===== src/rtl/zap_divider.sv =====
// zap_divider - iterative 32-bit integer divider for the ZAP execute stage.
//
// Radix-2 restoring division, one quotient bit per cycle, UDIV/SDIV
// semantics with both quotient and remainder. It shares the busy/stall/clear
// handshake of the multi-cycle multiply unit, so the ALU can sequence both
// units identically.
//
// Ports:
//   i_clk                   clock
//   i_reset                 synchronous active-high reset
//   i_clear_from_writeback  flush, aborts any operation (beats stall)
//   i_data_stall            freeze all state
//   i_clear_from_alu        flush from ALU, aborts any operation (loses to stall)
//   i_start                 divide request, sampled only in IDLE
//   i_signed                1 = SDIV, 0 = UDIV, captured with i_start
//   i_dividend, i_divisor   operands, captured with i_start
//   o_quotient, o_remainder registered results, valid with o_done, held until
//                           the next result is produced
//   o_busy                  ALU must hold issue while high
//   o_done                  one-cycle result-valid pulse
//   o_div_by_zero           divisor was zero, valid with o_done
//
// State | meaning
// ------+---------------------------------------------------------------
// IDLE  | waiting for i_start; o_busy follows i_start combinationally
// SETUP | form operand magnitudes and result signs; trap divide-by-zero
// ITER  | one restoring-division step per cycle, 32 cycles
// FIXUP | apply signs and load the result registers
// DONE  | o_done pulse; a start here is ignored
module zap_divider #(
  parameter int WIDTH = 32,
  parameter int CNT_W = 6
) (
  input  logic             i_clk,
  input  logic             i_reset,
  input  logic             i_clear_from_writeback,
  input  logic             i_data_stall,
  input  logic             i_clear_from_alu,
  input  logic             i_start,
  input  logic             i_signed,
  input  logic [WIDTH-1:0] i_dividend,
  input  logic [WIDTH-1:0] i_divisor,
  output logic [WIDTH-1:0] o_quotient,
  output logic [WIDTH-1:0] o_remainder,
  output logic             o_busy,
  output logic             o_done,
  output logic             o_div_by_zero
);

  localparam logic [2:0] S_IDLE  = 3'd0;
  localparam logic [2:0] S_SETUP = 3'd1;
  localparam logic [2:0] S_ITER  = 3'd2;
  localparam logic [2:0] S_FIXUP = 3'd3;
  localparam logic [2:0] S_DONE  = 3'd4;

  logic [2:0]       state;
  logic [CNT_W-1:0] cnt;
  logic             signed_q;
  logic [WIDTH-1:0] dvd_raw;
  logic [WIDTH-1:0] dvs_raw;
  logic [WIDTH-1:0] dvs_mag;
  logic [WIDTH-1:0] q_acc;
  // The partial remainder is always below the divisor, so WIDTH bits hold it;
  // the extra bit only appears in the shifted trial value below.
  logic [WIDTH-1:0] r_acc;
  logic             neg_q;
  logic             neg_r;
  logic [WIDTH-1:0] quot_q;
  logic [WIDTH-1:0] rem_q;
  logic             dbz_q;

  logic [WIDTH-1:0] dvd_abs;
  logic [WIDTH-1:0] dvs_abs;
  logic [WIDTH:0]   shifted;
  logic [WIDTH:0]   trial;

  // Negating 0x80000000 yields 0x80000000, which is the correct unsigned
  // magnitude, so the signed-overflow case needs no special handling.
  assign dvd_abs = (signed_q && dvd_raw[WIDTH-1]) ? -dvd_raw : dvd_raw;
  assign dvs_abs = (signed_q && dvs_raw[WIDTH-1]) ? -dvs_raw : dvs_raw;
  assign shifted = {r_acc, q_acc[WIDTH-1]};
  assign trial   = shifted - {1'b0, dvs_mag};

  always_ff @(posedge i_clk) begin
    if (i_reset) begin
      state    <= S_IDLE;
      cnt      <= '0;
      signed_q <= 1'b0;
      dvd_raw  <= '0;
      dvs_raw  <= '0;
      dvs_mag  <= '0;
      q_acc    <= '0;
      r_acc    <= '0;
      neg_q    <= 1'b0;
      neg_r    <= 1'b0;
      quot_q   <= '0;
      rem_q    <= '0;
      dbz_q    <= 1'b0;
    end else if (i_clear_from_writeback) begin
      state <= S_IDLE;
    end else if (!i_data_stall) begin
      if (i_clear_from_alu) begin
        state <= S_IDLE;
      end else begin
        case (state)
          S_IDLE: begin
            if (i_start) begin
              signed_q <= i_signed;
              dvd_raw  <= i_dividend;
              dvs_raw  <= i_divisor;
              state    <= S_SETUP;
            end
          end
          S_SETUP: begin
            neg_q   <= signed_q & (dvd_raw[WIDTH-1] ^ dvs_raw[WIDTH-1]);
            neg_r   <= signed_q & dvd_raw[WIDTH-1];
            r_acc   <= '0;
            q_acc   <= dvd_abs;
            dvs_mag <= dvs_abs;
            cnt     <= CNT_W'(WIDTH - 1);
            if (dvs_raw == '0) begin
              dbz_q  <= 1'b1;
              quot_q <= '0;
              rem_q  <= dvd_raw;
              state  <= S_DONE;
            end else begin
              dbz_q <= 1'b0;
              state <= S_ITER;
            end
          end
          S_ITER: begin
            if (!trial[WIDTH]) begin
              r_acc <= trial[WIDTH-1:0];
              q_acc <= {q_acc[WIDTH-2:0], 1'b1};
            end else begin
              r_acc <= shifted[WIDTH-1:0];
              q_acc <= {q_acc[WIDTH-2:0], 1'b0};
            end
            if (cnt == '0) begin
              state <= S_FIXUP;
            end else begin
              cnt <= cnt - 1'b1;
            end
          end
          S_FIXUP: begin
            quot_q <= neg_q ? -q_acc : q_acc;
            rem_q  <= neg_r ? -r_acc : r_acc;
            state  <= S_DONE;
          end
          S_DONE: begin
            state <= S_IDLE;
          end
          default: begin
            state <= S_IDLE;
          end
        endcase
      end
    end
  end

  always_comb begin
    o_busy = 1'b0;
    case (state)
      S_IDLE:                   o_busy = i_start;
      S_SETUP, S_ITER, S_FIXUP: o_busy = 1'b1;
      default:                  o_busy = 1'b0;
    endcase
  end

  assign o_done        = (state == S_DONE);
  assign o_quotient    = quot_q;
  assign o_remainder   = rem_q;
  assign o_div_by_zero = dbz_q;

endmodule


===== config.mk =====
export PLATFORM = sky130hd
export DESIGN_NAME = zap_divider
export DESIGN_NICKNAME = d
export VERILOG_FILES = /design/src/rtl/zap_divider.sv
export SDC_FILE = /design/constraint.sdc
export NUM_CORES = 1
export LEC_CHECK = 0
export ABC_CLOCK_PERIOD_IN_PS = 5100
export CORE_MARGIN = 2
export CORE_UTILIZATION = 53
export CTS_CLUSTER_DIAMETER = 30
export DETAILED_ROUTE_END_ITERATION = 8
export DONT_BUFFER_PORTS = 1
export GPL_ROUTABILITY_DRIVEN = 1
export PLACE_DENSITY = 0.68
export SLEW_MARGIN = 10
export SYNTH_ARGS = -nofsm -noshare
export SYNTH_HDL_FRONTEND = slang
export SYNTH_SLANG_ARGS = --single-unit

===== constraint.sdc =====
create_clock -name i_clk -period 5.1 [get_ports i_clk]
set_input_delay 0.255 -clock i_clk [delete_from_list [all_inputs] [get_ports i_clk]]
set_output_delay 0.255 -clock i_clk [all_outputs]
set_load 0.02 [all_outputs]

After elaboration in Yosys (flattened, before gate mapping)
Cells that the tools add are included.
Widths: inputs -> output; s select.
{"block": "classes", "add_sub_neg": 6, "mul": 0, "div_mod_pow": 0, "n_lt_le_gt_ge": 0, "n_eq_ne": 8, "shift": 0, "mux": 21, "n_bitwise": 6, "n_reduce_logical": 15}
{"operator": "$pmux 32 s2", "count": 4}
{"operator": "$mux 32", "count": 7}
{"operator": "$neg 32->32", "count": 4}
{"operator": "$sub 33x32->33", "count": 1}
{"operator": "$logic_not 32->1", "count": 1}
{"operator": "$reduce_and 5->1", "count": 3}
{"operator": "$mux 3", "count": 4}
{"operator": "$pmux 3 s4", "count": 1}
{"operator": "$pmux 6 s2", "count": 1}
{"operator": "$reduce_and 4->1", "count": 2}
{"operator": "$eq 3x2->1 const B", "count": 2}
{"operator": "$logic_not 6->1", "count": 1}
{"operator": "$mux 6", "count": 1}
{"operator": "$ne 3x3->1 const B", "count": 2}
{"operator": "$sub 6x1->6 const B", "count": 1}
{"operator": "$ne 2x2->1 const B", "count": 2}
{"operator": "$reduce_bool 2->1", "count": 2}
{"operator": "$eq 3x1->1 const B", "count": 1}
{"operator": "$eq 3x3->1 const B", "count": 1}
{"operator": "$logic_not 3->1", "count": 1}
{"operator": "$not 1->1", "count": 3}
{"operator": "$reduce_and 3->1", "count": 1}
{"operator": "$reduce_or 3->1", "count": 1}
{"operator": "$and 1x1->1", "count": 2}
{"operator": "other kinds (5)", "count": 7}
{"block": "totals", "regBits": 237, "latchBits": 0, "ramBits": 0, "mem_bits_ro": 0, "in_bits": 71, "out_inout_bits": 67, "elab_cells": 69, "memories": 0}

Depth between registers and ports, before layout
{"block": "logic_depth", "word_depth": 4, "ltp_mapped": 13, "mapped_depth_nobuf": 12}

Worst setup path after synthesis
Ideal clock, no wire load.
{"block": "synth_path", "kind": "register to register", "from": "register q_acc[31]", "to": "register r_acc[16]", "setup_time_ns": 0.131, "arrival_time_ns": 3.101, "required_ns": 4.969, "slack_ns": 1.867, "path_stages_with_launch": 14, "path_buffers": 1, "synth_period_minus_slack_ns": 3.233, "path_cell_list": "dfxtp_1 inv_1 ha_1 fa_1 nor2b_1 o2111ai_1 a31oi_1 a31o_2 a32oi_1 a221oi_2 xnor2_2 buf_2 mux2i_1 o21ai_0"}
{"block": "synth_via", "elab_chain_len": 3}
{"item": "start, declared", "line": "62", "source": "logic [WIDTH-1:0] q_acc;"}
{"item": "start signal, assigned", "line": "118", "source": "q_acc <= dvd_abs;"}
{"item": "start signal, assigned", "line": "134", "source": "q_acc <= {q_acc[WIDTH-2:0], 1'b1};"}
{"item": "start signal, assigned", "line": "137", "source": "q_acc <= {q_acc[WIDTH-2:0], 1'b0};"}
{"item": "$sub 33x32->33", "line": "82", "source": "assign trial = shifted - {1'b0, dvs_mag};"}
{"item": "$mux 32", "line": "132", "source": "if (!trial[WIDTH]) begin"}
{"item": "$pmux 32 s2", "line": "105", "source": "case (state)"}
{"item": "end signal, assigned", "line": "133", "source": "r_acc <= trial[WIDTH-1:0];"}
{"item": "end signal, assigned", "line": "136", "source": "r_acc <= shifted[WIDTH-1:0];"}
{"item": "end, declared", "line": "65", "source": "logic [WIDTH-1:0] r_acc;"}
Every way passes these cells.
A chain may end at the register's enable or synchronous reset.

Final worst setup path
{"block": "layout_path", "from": "register dvs_raw[25]", "to": "register quot_q[23], in the netlist o_quotient[23]"}
{"block": "layout_via", "elab_chain_len": 3}
{"item": "start, declared", "line": "60", "source": "logic [WIDTH-1:0] dvs_raw;"}
{"item": "start signal, assigned", "line": "110", "source": "dvs_raw <= i_divisor;"}
{"item": "$logic_not 32->1", "line": "121", "source": "if (dvs_raw == '0) begin"}
{"item": "$ne 2x2->1 (no line)"}
{"item": "$reduce_and 5->1 (no line)"}
{"item": "end signal, assigned", "line": "146", "source": "quot_q <= neg_q ? -q_acc : q_acc;"}
{"item": "end, declared", "line": "68", "source": "logic [WIDTH-1:0] quot_q;"}
Every way passes these cells.

==> results.toml <==
[route]
wl_met2_um = 17870
post_drt_via_cell_ratio = 5.889
drc = 0
wl_met3_um = 2418
ant_nets = 0
drt_iter0_markers = 1050
dr.max_layer_used = "met4"
routed_wl_um = 38220
detailedRoute.firstPassIterationCount = 7
met1Wirelength_um = 16150
wl_per_cell_um = 17.74
num_vias = 12690

[placed_design]
place_congestion = 0.9011
hpwlAfterDp_um = 25480
placement.setup.worst_slack_ns = 1.176
port_buffers = 0

[timing]
fin_crit_sh_pct = 78.39
worstMarginPinSlew_ns = 1.178
slew_headroom_pct = 20.96
finalClockSkew_ns = 0.03669
hold_slack_ns = 0.07950
fmax_mhz = 250.1
rsz0062_at_grt = "no"
setup_tns_ns = 0
setup_viol = 0
setup_slack_ns = 1.102
finalCriticalPeriod_ns = 3.998
hold_viol = 0
drv_slew = 0

[floorplanning]
io-pin-count = 138
rows = 58
dieArea_um2 = 26490
start_util_pct = 53.50
die_x_um = 162.8
die_h_um = 162.8
core_um2 = 24960

[global_routing]
grt_pass1_wl_um = 61780
grt_max_degree = 199
grtUsageTotal_pct = 28.57
antenna_found_initial = 0
grt.overflow.total = 0
grt_pass1_vias = 11980

[finish]
seqCellArea_um2 = 4745
nets = 1888
area_growth_pct = 20.53
multiInputGateArea_um2 = 8013
drive_gt1_share_pct = 7.072
fillCellCount = 2112
post-route-util_pct = 64.49

[clocking]
holdBufCountCts = 71
numCtsBuffers = 55
clk_path_buf_depth = 3
root_buffer = "clkbuf_16"
clk_latency_ns = 0.57
ctsResizeCount = 0
clkTransAtPathRegs_ns = 0.05
cts_setup_buffers = 0
clock-sinks = 237
h-tree-depth = 2
cts_tree = "done"

[setup_path]
critical_path_class = "reg2reg"
startpoint_type = "register"
required_ns = 5.54
cp_max_fo = 15
endpoint_kind = "register"
r2r_setup_slack_ns = 1.10
cp.arrival_ns = 4.44
worst_r2r_endpoint = "o_quotient[23]$_SDFFE_PP0P_"
rr_worst_depth = 9
r2r-start = "dvs_raw[25]$_SDFFE_PP0P_"

[yosys]
yosysWarnings = 0
synth_cells = 1759
synth-async-reset-ratio_pct = 0
synth_top_cell_area_share_pct = 35.52
syn-cell-area_um2 = 13360
ys_seq_elements = 237
synth_top_cell_by_area = "dfxtp_1"
yosysMostFrequentCell = "nand2_1"
synth_common_cells = "257 x nand2_1, 237 x dfxtp_1, 208 x nor2_1"
ys_seq_area_share_pct = 35.52
yosys-top-cells-area = "dfxtp_1 36%, a21oi_1 7.4%, nand2_1 7.2%"
synth_ff_type = "dfxtp_1"
syn-num-nets = 1869
syn_avg_cell_area_um2 = 7.593
synth_edf_count = 0
synthDistinctLibCells = 62

[worst_hold_path]
hold_class = "in2reg"
whs_path_depth = 2
hp-start = "i_reset"
worst_hold_path.endpoint = "o_quotient[31]$_SDFFE_PP0P_"

[power_and_ir_drop]
ir_worst_vdd_v = 0.0003676
p_leak_nw = 6.100
powerDensity_nw_per_um2 = 357.0
power_mw = 5.747

[job]
cap_violations = 0

[status]
status = "finished, final reports clean"
==> area by class of cell <==
| type | instances | area share (%) |
|---|---|---|
| diodes | 1 | 0.01554 |
| clock buffers | 73 | 9.590 |
| clock inverters | 30 | 2.339 |
| inverters | 54 | 1.259 |
| multi-input cells | 1349 | 49.77 |
| flip-flops and latches | 237 | 29.47 |
| well taps | 330 | 2.565 |
| repair buffers | 81 | 4.990 |
==> report_power, final <==
| part | internal, mW | switching (mW) |
|---|---|---|
| logic | 0.118 | 0.172 |
| registers | 1.87 | 0.0199 |
| clock network | 2.43 | 1.14 |
| total | 4.42 | 1.33 |
==> sequential cells by signal (all words and copies together), names as in the netlist <==
name,flops
q_acc,32
neg_q,1
r_acc,32
signed_q,1
dvs_mag,32
o_div_by_zero,1
neg_r,1
dvs_raw,32
dvd_raw,32
o_quotient,32
o_remainder,32
state,3
cnt,6
==> routing by layer <==
layer,up-vias,track usage (%)
li1,6256,-
met1,5907,35.58
met2,405,47.44
met3,122,5.220
met4,0,14.40
met5,-,0
==> critical path: stages, from the launching register on <==
cell and delay, ns:
dfxtp_1 0.35, or3_1 0.39, or4_1 0.41, or3_1 0.39
nor4_1 0.89, nand2_1 0.17, o21ai_1 0.68, nor2_1 0.34
nand2_1 0.16, o21ai_1 0.08
==> layout by cell type (no fill, tap or decap), types with 7 or more instances in the layout <==
cell type and n:
ha_1 38, or3_1 22, a211oi_1 78, clkbuf_8 10, clkbuf_16 55, o21ai_1 24, nor4_1 12, nor2b_1 9
or4_1 14, nand3_1 17, nor3_1 49, xnor2_1 66, nand4_1 7, nand2_1 257, dfxtp_1 237, nor2_1 205
xor2_1 86, mux2i_1 23, a21oi_1 196, clkinv_2 8, a32oi_1 8, o211ai_1 13, a21o_1 22, and2_1 10
dlygate4sd3_1 70, o31ai_1 19, inv_1 54, a22oi_1 8, clkbuf_1 8, buf_4 10, o41ai_1 16, inv_6 7
o21ai_0 63, a31oi_1 10
==> metrics by stage <==
stage | cell area (um^2) | instances
2_1_floorplan | 13360 | 1759
3_3_place_gp | 13450 | 1980
3_5_place_dp | 13450 | 1980
4_1_cts | 16100 | 2154
5_1_grt | 16100 | 2154
6_report | 16100 | 2155
==> worst max-delay path by stage <==
stage,start,endpoint,slack [ns]
finish,dvs_raw[25]$_SDFFE_PP0P_,o_quotient[23]$_SDFFE_PP0P_,1.10
global route,dvs_raw[25]$_SDFFE_PP0P_,o_quotient[21]$_SDFFE_PP0P_,0.80
CTS,dvs_raw[25]$_SDFFE_PP0P_,o_quotient[23]$_SDFFE_PP0P_,1.15
detailed placement,dvs_raw[25]$_SDFFE_PP0P_,o_quotient[21]$_SDFFE_PP0P_,1.18
global placement,dvs_raw[25]$_SDFFE_PP0P_,o_quotient[31]$_SDFFE_PP0P_,1.29
floorplan,q_acc[31]$_SDFFE_PP0P_,r_acc[16]$_SDFFE_PP0P_,1.87
==> kinds of logic after synthesis <==
group / share of synthesized area (%)
compound gates: 23.27
simple gates: 20.72
flops: 35.52
buf+inv: 4.881
mux: 1.808
fa+ha+maj: 3.710
xor+xnor: 10.09
No activity file was read; power rests on OpenSTA's default activity.
